$ cat config.mk
export PLATFORM = sky130hd
export DESIGN_NAME = st7735_pixel_streamer
export DESIGN_NICKNAME = d
export VERILOG_FILES = /design/src/rtl/st7735_pixel_streamer.sv
export SDC_FILE = /design/constraint.sdc
export NUM_CORES = 1
export LEC_CHECK = 0
export CAP_MARGIN = 0
export CORE_MARGIN = 2
export CORE_UTILIZATION = 60
export DETAILED_ROUTE_END_ITERATION = 8
export GPL_TIMING_DRIVEN = 0
export PLACE_DENSITY = 0.95
export SETUP_SLACK_MARGIN = 0.3
export SYNTH_ARGS = -nofsm -noshare
export SYNTH_HDL_FRONTEND = slang
export SYNTH_SLANG_ARGS = --single-unit
$ cat constraint.sdc
create_clock -name clk -period 3.55 [get_ports clk]
set_clock_uncertainty 0.05 [all_clocks]
set_input_delay 0.71 -clock clk [delete_from_list [all_inputs] [get_ports clk]]
set_output_delay 0.71 -clock clk [all_outputs]
set_load 0.01 [all_outputs]
$ cat src/rtl/st7735_pixel_streamer.sv
// st7735_pixel_streamer: walks an X_MAX x Y_MAX raster, fetches RGB565 per pixel via a
// request/response handshake and shifts it MSB-first over a mode-0 write-only SPI link.
module st7735_pixel_streamer #(
  parameter int          X_MAX         = 160,
  parameter int          Y_MAX         = 80,
  parameter int          CLK_DIV       = 1,
  parameter int          TIMEOUT       = 1023,
  parameter logic [15:0] DEFAULT_COLOR = 16'h0000
) (
  input  logic        clk,
  input  logic        rst_n,
  input  logic        start,
  output logic        busy,
  output logic        frame_done,
  output logic [7:0]  x,
  output logic [6:0]  y,
  output logic        next_pixel,
  input  logic [15:0] color,
  input  logic        color_done,
  output logic [15:0] timeout_cnt,
  output logic        spi_cs,
  output logic        spi_clk,
  output logic        spi_mosi,
  output logic        spi_dc
);
  typedef enum logic [2:0] {IDLE, REQ, WAIT, SHIFT, GAP, DONE} state_t;
  state_t      state_q, state_d;
  logic [7:0]  x_q, x_d;
  logic [6:0]  y_q, y_d;
  logic [15:0] tcnt_q, tcnt_d, wcnt_q, wcnt_d, div_q, div_d, sh_q, sh_d;
  logic [3:0]  bit_q, bit_d;
  logic        sclk_q, sclk_d;
  always_comb begin
    state_d = state_q;
    x_d     = x_q;
    y_d     = y_q;
    tcnt_d  = tcnt_q;
    wcnt_d  = wcnt_q;
    div_d   = div_q;
    sh_d    = sh_q;
    bit_d   = bit_q;
    sclk_d  = sclk_q;
    case (state_q)
      IDLE: if (start) begin
        state_d = REQ;
        x_d     = '0;
        y_d     = '0;
        tcnt_d  = '0;
      end
      REQ: begin
        wcnt_d  = '0;
        state_d = WAIT;
      end
      WAIT: begin
        div_d  = '0;
        bit_d  = '0;
        sclk_d = 1'b0;
        // a response arriving on the timeout cycle is still honoured and not counted
        if (color_done) begin
          sh_d    = color;
          state_d = SHIFT;
        end else if (wcnt_q == 16'(TIMEOUT - 1)) begin
          sh_d    = DEFAULT_COLOR;
          tcnt_d  = (&tcnt_q) ? tcnt_q : tcnt_q + 16'd1;
          state_d = SHIFT;
        end else wcnt_d = wcnt_q + 16'd1;
      end
      SHIFT: begin
        div_d = (div_q == 16'(CLK_DIV - 1)) ? '0 : div_q + 16'd1;
        if (div_q == 16'(CLK_DIV - 1)) begin
          sclk_d = ~sclk_q;
          // falling edge: either move to the next bit or finish the word
          if (sclk_q && bit_q == 4'd15) state_d = GAP;
          else if (sclk_q) begin
            bit_d = bit_q + 4'd1;
            sh_d  = {sh_q[14:0], 1'b0};
          end
        end
      end
      GAP: begin
        x_d     = (x_q == 8'(X_MAX - 1)) ? '0 : x_q + 8'd1;
        y_d     = (x_q != 8'(X_MAX - 1)) ? y_q : (y_q == 7'(Y_MAX - 1)) ? '0 : y_q + 7'd1;
        state_d = (x_q == 8'(X_MAX - 1) && y_q == 7'(Y_MAX - 1)) ? DONE : REQ;
      end
      DONE:    state_d = IDLE;
      default: state_d = IDLE;
    endcase
  end
  always_ff @(posedge clk or negedge rst_n) begin
    if (!rst_n) begin
      state_q <= IDLE;
      x_q     <= '0;
      y_q     <= '0;
      tcnt_q  <= '0;
      wcnt_q  <= '0;
      div_q   <= '0;
      sh_q    <= '0;
      bit_q   <= '0;
      sclk_q  <= 1'b0;
    end else begin
      state_q <= state_d;
      x_q     <= x_d;
      y_q     <= y_d;
      tcnt_q  <= tcnt_d;
      wcnt_q  <= wcnt_d;
      div_q   <= div_d;
      sh_q    <= sh_d;
      bit_q   <= bit_d;
      sclk_q  <= sclk_d;
    end
  end
  assign busy        = state_q inside {REQ, WAIT, SHIFT, GAP};
  assign frame_done  = state_q == DONE;
  assign next_pixel  = state_q inside {REQ, WAIT};
  assign x           = x_q;
  assign y           = y_q;
  assign timeout_cnt = tcnt_q;
  assign spi_cs      = ~busy;
  assign spi_clk     = sclk_q;
  assign spi_mosi    = sh_q[15];
  assign spi_dc      = 1'b1;
endmodule

-- Word-level counts from Yosys, hierarchy flattened
Cells that the tools add are included.
- bits in registers: 87
- add/subtract/negate cells: 6
- eq/ne operators: 21
- muxes and demuxes: 36
- bitwise operators: 2
- reduce and logical (&&, ||, !) cells: 18
- operators by type and width (operator ; number):
    two-way mux 16 bit ; 12
    case mux 16 bit (2 select lines) ; 4
    adder 16 x 1 -> 16 bit, second input constant ; 3
    two-way mux 7 bit ; 3
    != test 2 bit, second input constant ; 10
    two-way mux 3 bit ; 6
    equality test 16 x 10 -> 1 bit, second input constant ; 1
    logical NOT 16 bit ; 1
    two-way mux 8 bit ; 2
    case mux 8 bit (2 select lines) ; 1
    AND reduction 16 bit ; 1
    case mux 3 bit (5 select lines) ; 1
    case mux 7 bit (2 select lines) ; 1
    two-way mux 4 bit ; 3
    AND reduction 5 bit ; 2
    adder 8 x 1 -> 8 bit, second input constant ; 1
    equality test 8 bit, second input constant ; 1
    != test 8 bit, second input constant ; 1
    case mux 4 bit (2 select lines) ; 1
    AND reduction 4 bit ; 2
    nonzero test 2 bit ; 4
    adder 7 x 1 -> 7 bit, second input constant ; 1
    equality test 7 bit, second input constant ; 1
    equality test 3 x 2 -> 1 bit, second input constant ; 2
    13 further kinds ; 18

-- Longest topological paths before layout
Gate-level depths: netlist of the first run.
- depth after elaboration: 5
- mapped depth: 10
- mapped depth without buffers: 7

-- Worst setup path before layout of the first run
Ideal clock, no wire load.
- path type: flip-flop to flip-flop
- start point: register state_q[2]
- end point: register tcnt_q[8] (netlist: timeout_cnt[8])
- setup time: 126 ps
- data arrival time: 1858 ps
- required time: 3374 ps
- slack: 1516 ps
- stages on the path, launching flop included: 9
- clock period less this slack: 2034 ps
- cell sequence: dfrtp_1 buf_6 or3b_1 buf_6 nor2_8 a21oi_4 or2_1 buf_6 a221o_1
- word-level cells in the longest chain between the ends: 3
- elaborated cells between the ends (all ways): 9
- those cells by class: 5 x eq/ne; 1 x mux; 3 x reduce/logical
- ends and longest elaborated chain (element ; RTL line ; text):
    start: declaration ; 27 ; state_t state_q, state_d;
    start signal: assignment ; 101 ; state_q <= state_d;
    equality test 3 x 2 -> 1 bit or logical NOT 3 bit (tied branches) ; 43 ; case (state_q)
    != test 2 bit (no source line) or nonzero test 2 bit (tied branches) ; - ;
    AND reduction 5 bit (no source line) ; - ;
    end signal: assignment ; 104 ; tcnt_q <= tcnt_d;
    end: declaration ; 30 ; logic [15:0] tcnt_q, tcnt_d, wcnt_q, wcnt_d, div_q, div_d, sh_q, sh_d;
Parallel ways exist; a longest one is shown, timed or not.
A chain may end at the register's enable or synchronous reset.

-- Worst setup path after layout of the first run
- start point: register state_q[0]
- end point: output next_pixel
- word-level cells in the longest chain between the ends: 2
- elaborated cells between the ends (all ways): 3
- those cells by class: 2 x eq/ne; 1 x reduce/logical
- ends and longest elaborated chain (element ; RTL line ; text):
    equality test 3 x 1 -> 1 bit or equality test 3 x 2 -> 1 bit (tied branches) ; 114 ; assign next_pixel = state_q inside {REQ, WAIT};
    nonzero test 2 bit (no source line) (*) ; - ;
    end: declaration ; 17 ; output logic next_pixel,
Every way passes the cells marked *; elsewhere a longest branch is shown, timed or not.

==> reports/results.ini, run 1 <==
[synthesis]
synthCells=563
async_flop_share_pct=100
yosysTopAreaCellShare_pct=44.2
yosys.area_share.adder_pct=2.03
synth-warning-count=0
muxShareOfSynthArea_pct=0.432
synthSimpleGateAreaFrac_pct=25.9
synth_cell_types=58
ys.flop_type=dfrtp_1
synth_enable_flop_cells=0
syn_nets=591
ys_seq_area_share_pct=44.2
synth.avg_cell_area_um2=8.74
synth_xor_xnor_area_share_pct=0.890
synth_top_family_by_area=simple AND/OR/NAND/NOR gates
netlist_area_mm2=0.00492
ys_seq_elements=87
synth_compound_area_share_pct=22.3
synth_area_leaders=dfrtp_1 (44%), o21ai_0 (7.6%), nand2_1 (4.1%)
yosysTopAreaCell=dfrtp_1

[layout]
drive_gt1_share_pct=6.45
multi_input_comb_area_mm2=0.00254
area_growth_pct=19.6
regArea_mm2=0.00218
fin_nets=659
final_util_pct=72.7
fill_cells=585
diodes=0
fin_cells=741

[setup_path]
crit_arrival_ns=2.16
endpoint=next_pixel
crit_fanout=10
endpoint_kind=primary output
r2r_end=timeout_cnt[14]$_DFFE_PN0P_
reg2reg_from=timeout_cnt[0]$_DFFE_PN0P_
cp-startpoint=state_q[0]$_DFFE_PN0P_
rrSetupSlack_ns=1.08
cp.required_ns=2.79
startpoint_type=register
crit_chain=clkbuf_2 -> nand2b_1 -> a21o_1 -> inv_1 -> clkdlybuf4s50_1
crit_slowest_cell=clkdlybuf4s50_1
crit_type=reg -> out
rr_worst_depth=7
critPathMaxStageDelay_ns=0.55

[grt]
antenna_found_initial=0
grt_max_degree=48
use_met3_pct=3.99
grtUsageTotal_pct=29.6
grt.met1_usage_pct=39.0
grt.overflow.total=0
first_global_vias=4381
grtUsageMet2_pct=49.4
top_usage_layer=met2
grt_pass1_wl_um=21000

[sta]
period_minus_slack_ns=2.92
fmax_mhz=343
min_period_over_period_pct=82.2
hold_viol=0
slew_headroom_pct=30.9
drv_slew=0
final-setup-viol-count=0
rsz0062_at_grt=false
tightest_slew_ns=1.02
setup-tns-final_ns=0

[detailed_routing]
avgRoutedWirePerCell_um=17.1
viasPerCell=6.49
drc=0
dr.first_iter.drc_count=372
finalWirelength_um=12700
vias=4806
final_antenna_net_count=0
firstDrtPassIters=6

[floorplan]
dieArea_mm2=0.00894
ioPinCount=58
start_util_pct=60.8
dieHeight_um=94.6
die_w_um=94.6
row_count=33
coreArea_mm2=0.00809

[power]
ir_worst_vdd_mv=0.352
powerDensity_mw_per_mm2=602
power_uw=3540
p_leak_uw=0.00254

[worst_hold_path]
hp-class=in -> async

[clock_tree]
cts_made_buffers=9
clockRootBuffer=clkbuf_8
clkLatencyLatePin_ns=0.36
clk_path_buf_depth=2
htreeDepth=3
cts.reportedPaths.clkPinSlew_ns=0.09
cts_tree=built
clock-sinks=87

[placement]
dp_cells=725
gp_congestion=0.925
hpwlAfterDp_um=8680
io_buffers=56

[outcome]
outcome=finished, final reports clean

[run]
drv_cap=0

how the worst min path moves through the flow:
stage | endpoint | cells after the start | from
after floorplan | bit_q[0]$_DFFE_PN0P_ | 0 | rst_n
after global placement | sh_q[0]$_DFFE_PN0P_ | 1 | sh_q[0]$_DFFE_PN0P_
after detailed placement | sh_q[5]$_DFFE_PN0P_ | 2 | sh_q[5]$_DFFE_PN0P_
after CTS | div_q[12]$_DFFE_PN0P_ | 1 | rst_n
after global routing | sh_q[15]$_DFFE_PN0P_ | 1 | rst_n
final | div_q[12]$_DFFE_PN0P_ | 1 | rst_n
cells by family (layout without fill, tap and decap cells):
kind of cell             after synthesis  after routing
AO/OA/AOI/OAI                        182            182
XOR/XNOR                               5              5
adder cells (fa/ha/maj)                8              8
buffers and inverters                 42            115
flip-flops                            87             87
multiplexers                           2              2
other                                  1              1
AND/OR/NAND/NOR                      236            236
state kept, by name, indices dropped and copies added, names as in the netlist:
name and cells:
state_q 3, sh_q 16, timeout_cnt 16, wcnt_q 16, bit_q 4, spi_clk 1
div_q 16, y 7, x 8
Yosys cell counts, drive strengths merged (3+ instances only):
cell and instances:
dfrtp 87, o21ai 85, nand2 54, a21oi 41, nor2 37, nand3 29, and3 28, nor3 18
clkbuf 17, nand4 17, inv 15, a31oi 13, buf 10, nor4 10, o31ai 9, ha 8
a21o 7, nand2b 7, nor3b 7, and4 6, a221o 5, nor2b 5, a211o 4, a41oi 3
and2 3, nand3b 3, o41ai 3, or2 3, or3 3, xor2 3
stage by stage:
step | instance area, um^2 | worst slack (ns) | hold WS (ns)
after CTS | 5880 | 0.483 | 0.288
after detailed placement | 5640 | 0.639 | 0.453
after global routing | 5880 | 0.500 | 0.308
final | 5880 | 0.631 | 0.273
after floorplan | 4920 | 1.52 | 0.364
after global placement | 5610 | -1.38 | 0.429
metal layers:
layer	wire (um)	share of wire, %
met5	0	0
met4	321	2.5
met3	742	5.8
met2	6300	50
met1	5340	42
critical path: cells and delay by family (launching register included):
kind            cells  cell delay, ns
simple gates        1            0.15
buf+inv             3            0.93
flops               1            0.41
compound gates      1            0.30
placed cells by master, fill, tap and decap left out, types with 10 or more instances in the layout:
master and count:
nand4_1 17, dfrtp_1 87, nand3_1 29, a21oi_1 40, inv_1 15, o21ai_0 75, o21ai_1 10, nand2_1 54
clkdlybuf4s50_1 55, nor2_1 36, nor3_1 18, a31oi_1 13, clkbuf_1 15, and3_1 28
layout make-up:
class	instances	area share [%]
clock inverter	7	2.04
multi-input combinational	434	43.2
timing repair buffer	57	9.95
clock buffer	9	2.11
tap	105	2.23
inverter	15	0.957
sequential	87	37.0
buffer	27	2.53
where the power goes:
part,total (uW),switching (uW),internal (uW)
Combinational,1310,750,560
Clock,855,385,470
Sequential,1380,207,1170
Total,3540,1340,2200
what timing repair did:
item | 4_1_cts | 5_1_grt
gates resized for setup | 0 | 2
endpoints found under the setup margin | 0 | 1
setup buffers | 0 | 0
hold buffers | 0 | 0
Note: power is estimated with default switching activity, not from simulation.
==> inputs of run 2 (changes only) <==
Settings changed: CORE_UTILIZATION 60 to 56, PLACE_DENSITY 0.95 to 0.9.
Clock period 3.55 ns to 3 ns, I/O delays scaled along.
==> reports/results.ini, run 2 (synthesized netlist as in run 1, its figures left out) <==
[outcome]
outcome=finished, final reports clean

[setup_path]
crit_type=reg -> out
startpoint_type=register
crit_slowest_cell=clkdlybuf4s50_1
path_delay_family=buffers and inverters
endpoint_kind=primary output
cp.required_ns=2.35
crit_buf_inv=2
critPathMaxStageDelay_ns=0.57
crit_chain=clkbuf_2 -> nand2b_1 -> nor2_1 -> clkdlybuf4s50_1
crit_arrival_ns=1.90
crit_fanout=10

[run]
drv_cap=0

[grt]
grtUsageTotal_pct=25.6
grt_pass1_wl_um=20400
first_global_vias=4496
grt.overflow.total=0
antenna_found_initial=0
grt_max_degree=48

[clock_tree]
cts.reportedPaths.clkPinSlew_ns=0.09
cts_tree=built
clock-sinks=87
clk_path_buf_depth=2
clockRootBuffer=clkbuf_8
htreeDepth=3
cts_made_buffers=9
post_cts_buffers=0
clkLatencyLatePin_ns=0.37
holdBufCountCts=0

[detailed_routing]
firstDrtPassIters=5
finalWirelength_um=12300
final_antenna_net_count=0
avgRoutedWirePerCell_um=16.6
viasPerCell=6.33
vias=4713
dr.first_iter.drc_count=368
drc=0

[floorplan]
dieArea_mm2=0.00955
dieHeight_um=97.7
start_util_pct=57.0
ioPinCount=58
coreArea_mm2=0.00864
die_w_um=97.7
row_count=34

[placement]
io_buffers=56
dp_cells=728
hpwlAfterDp_um=8680
gp_congestion=0.948

[layout]
fin_nets=659
fin_cells=744
final_util_pct=68.1
drive_gt1_share_pct=6.92
final_cell_mix=dfrtp_1 (87), o21ai_0 (75), nand2_1 (54), clkdlybuf4s50_1 (54), a21oi_1 (40)
diodes=0
mostFrequentLayoutCell=dfrtp_1
area_growth_pct=19.5

[power]
power_uw=4120
powerDensity_mw_per_mm2=700
ir_worst_vdd_mv=0.473
cell_internal_pwr_uw=2540
p_sw_share_pct=38.4
p_leak_uw=0.00254
pwr-share-seq_pct=39.4
switching_power_uw=1580
clkPwrFrac_pct=23.0
power_frac_comb_pct=37.5

[sta]
rsz0062_at_grt=false
period_minus_slack_ns=2.55
fmax_mhz=393
min_period_over_period_pct=84.8
slew_headroom_pct=33.7
drv_slew=0
hold_viol=0
tightest_slew_ns=0.981
final-setup-viol-count=0

[worst_hold_path]
hp-class=in -> async

-- run 2: worst paths after layout --
kind	startpoint	endpoint	slack [ns]	depth (start not counted)
max in group asynchronous	rst_n	state_q[0]$_DFFE_PN0P_	2.13	2
max reg2reg	wcnt_q[0]$_DFFE_PN0P_	timeout_cnt[10]$_DFFE_PN0P_	0.56	8
min reg2reg	wcnt_q[15]$_DFFE_PN0P_	wcnt_q[15]$_DFFE_PN0P_	0.47	1
min in group clk	wcnt_q[15]$_DFFE_PN0P_	wcnt_q[15]$_DFFE_PN0P_	0.47	1
max	state_q[0]$_DFFE_PN0P_	frame_done	0.45	4
min	rst_n	div_q[11]$_DFFE_PN0P_	0.15	1
-- run 2: stage by stage --
stage / worst slack (ns) / area [um^2] / setup TNS (ns) / hold slack, ns
2_1_floorplan: 0.966 / 4920 / 0 / 0.254
3_3_place_gp: -1.85 / 5620 / -160.54 / 0.430
3_5_place_dp: 0.187 / 5640 / 0 / 0.435
4_1_cts: 0.378 / 5870 / 0 / 0.172
5_1_grt: 0.341 / 5880 / 0 / 0.196
6_report: 0.455 / 5880 / 0 / 0.152
-- run 2: power groups by stage --
| stage | registers, uW | clock network [uW] | logic [uW] |
|---|---|---|---|
| floorplan | 1630 | 0 | 956 |
| global placement | 1620 | 0 | 1450 |
| detailed placement | 1640 | 0 | 1530 |
| CTS | 1620 | 951 | 1540 |
| global route | 1660 | 1010 | 1720 |
| finish | 1620 | 949 | 1550 |
-- run 2: what timing repair did --
action | CTS | global route
gates resized for setup | 3 | 2
cloned | 0 | 0
hold endpoints to repair | 0 | 0
setup endpoints to repair | 1 | 3
-- run 2: cell type report --
class,instances,area (um^2)
Buffer,27,149
Clock buffer,10,138
Clock inverter,6,92.6
Fill cell,667,2760
Inverter,15,56.3
Multi-Input combinational cell,434,2550
Sequential cell,87,2180
Tap cell,108,135
Timing Repair Buffer,57,584
-- run 2: routing by layer --
metal	part of all wire [%]	global-route usage, %	vias up	wire [um]
li1	-	-	2226	-
met1	43	34.1	2273	5330
met2	49	43.0	199	6050
met3	6.8	4.94	15	840
met4	0.78	7.16	0	96
met5	0	0	-	0
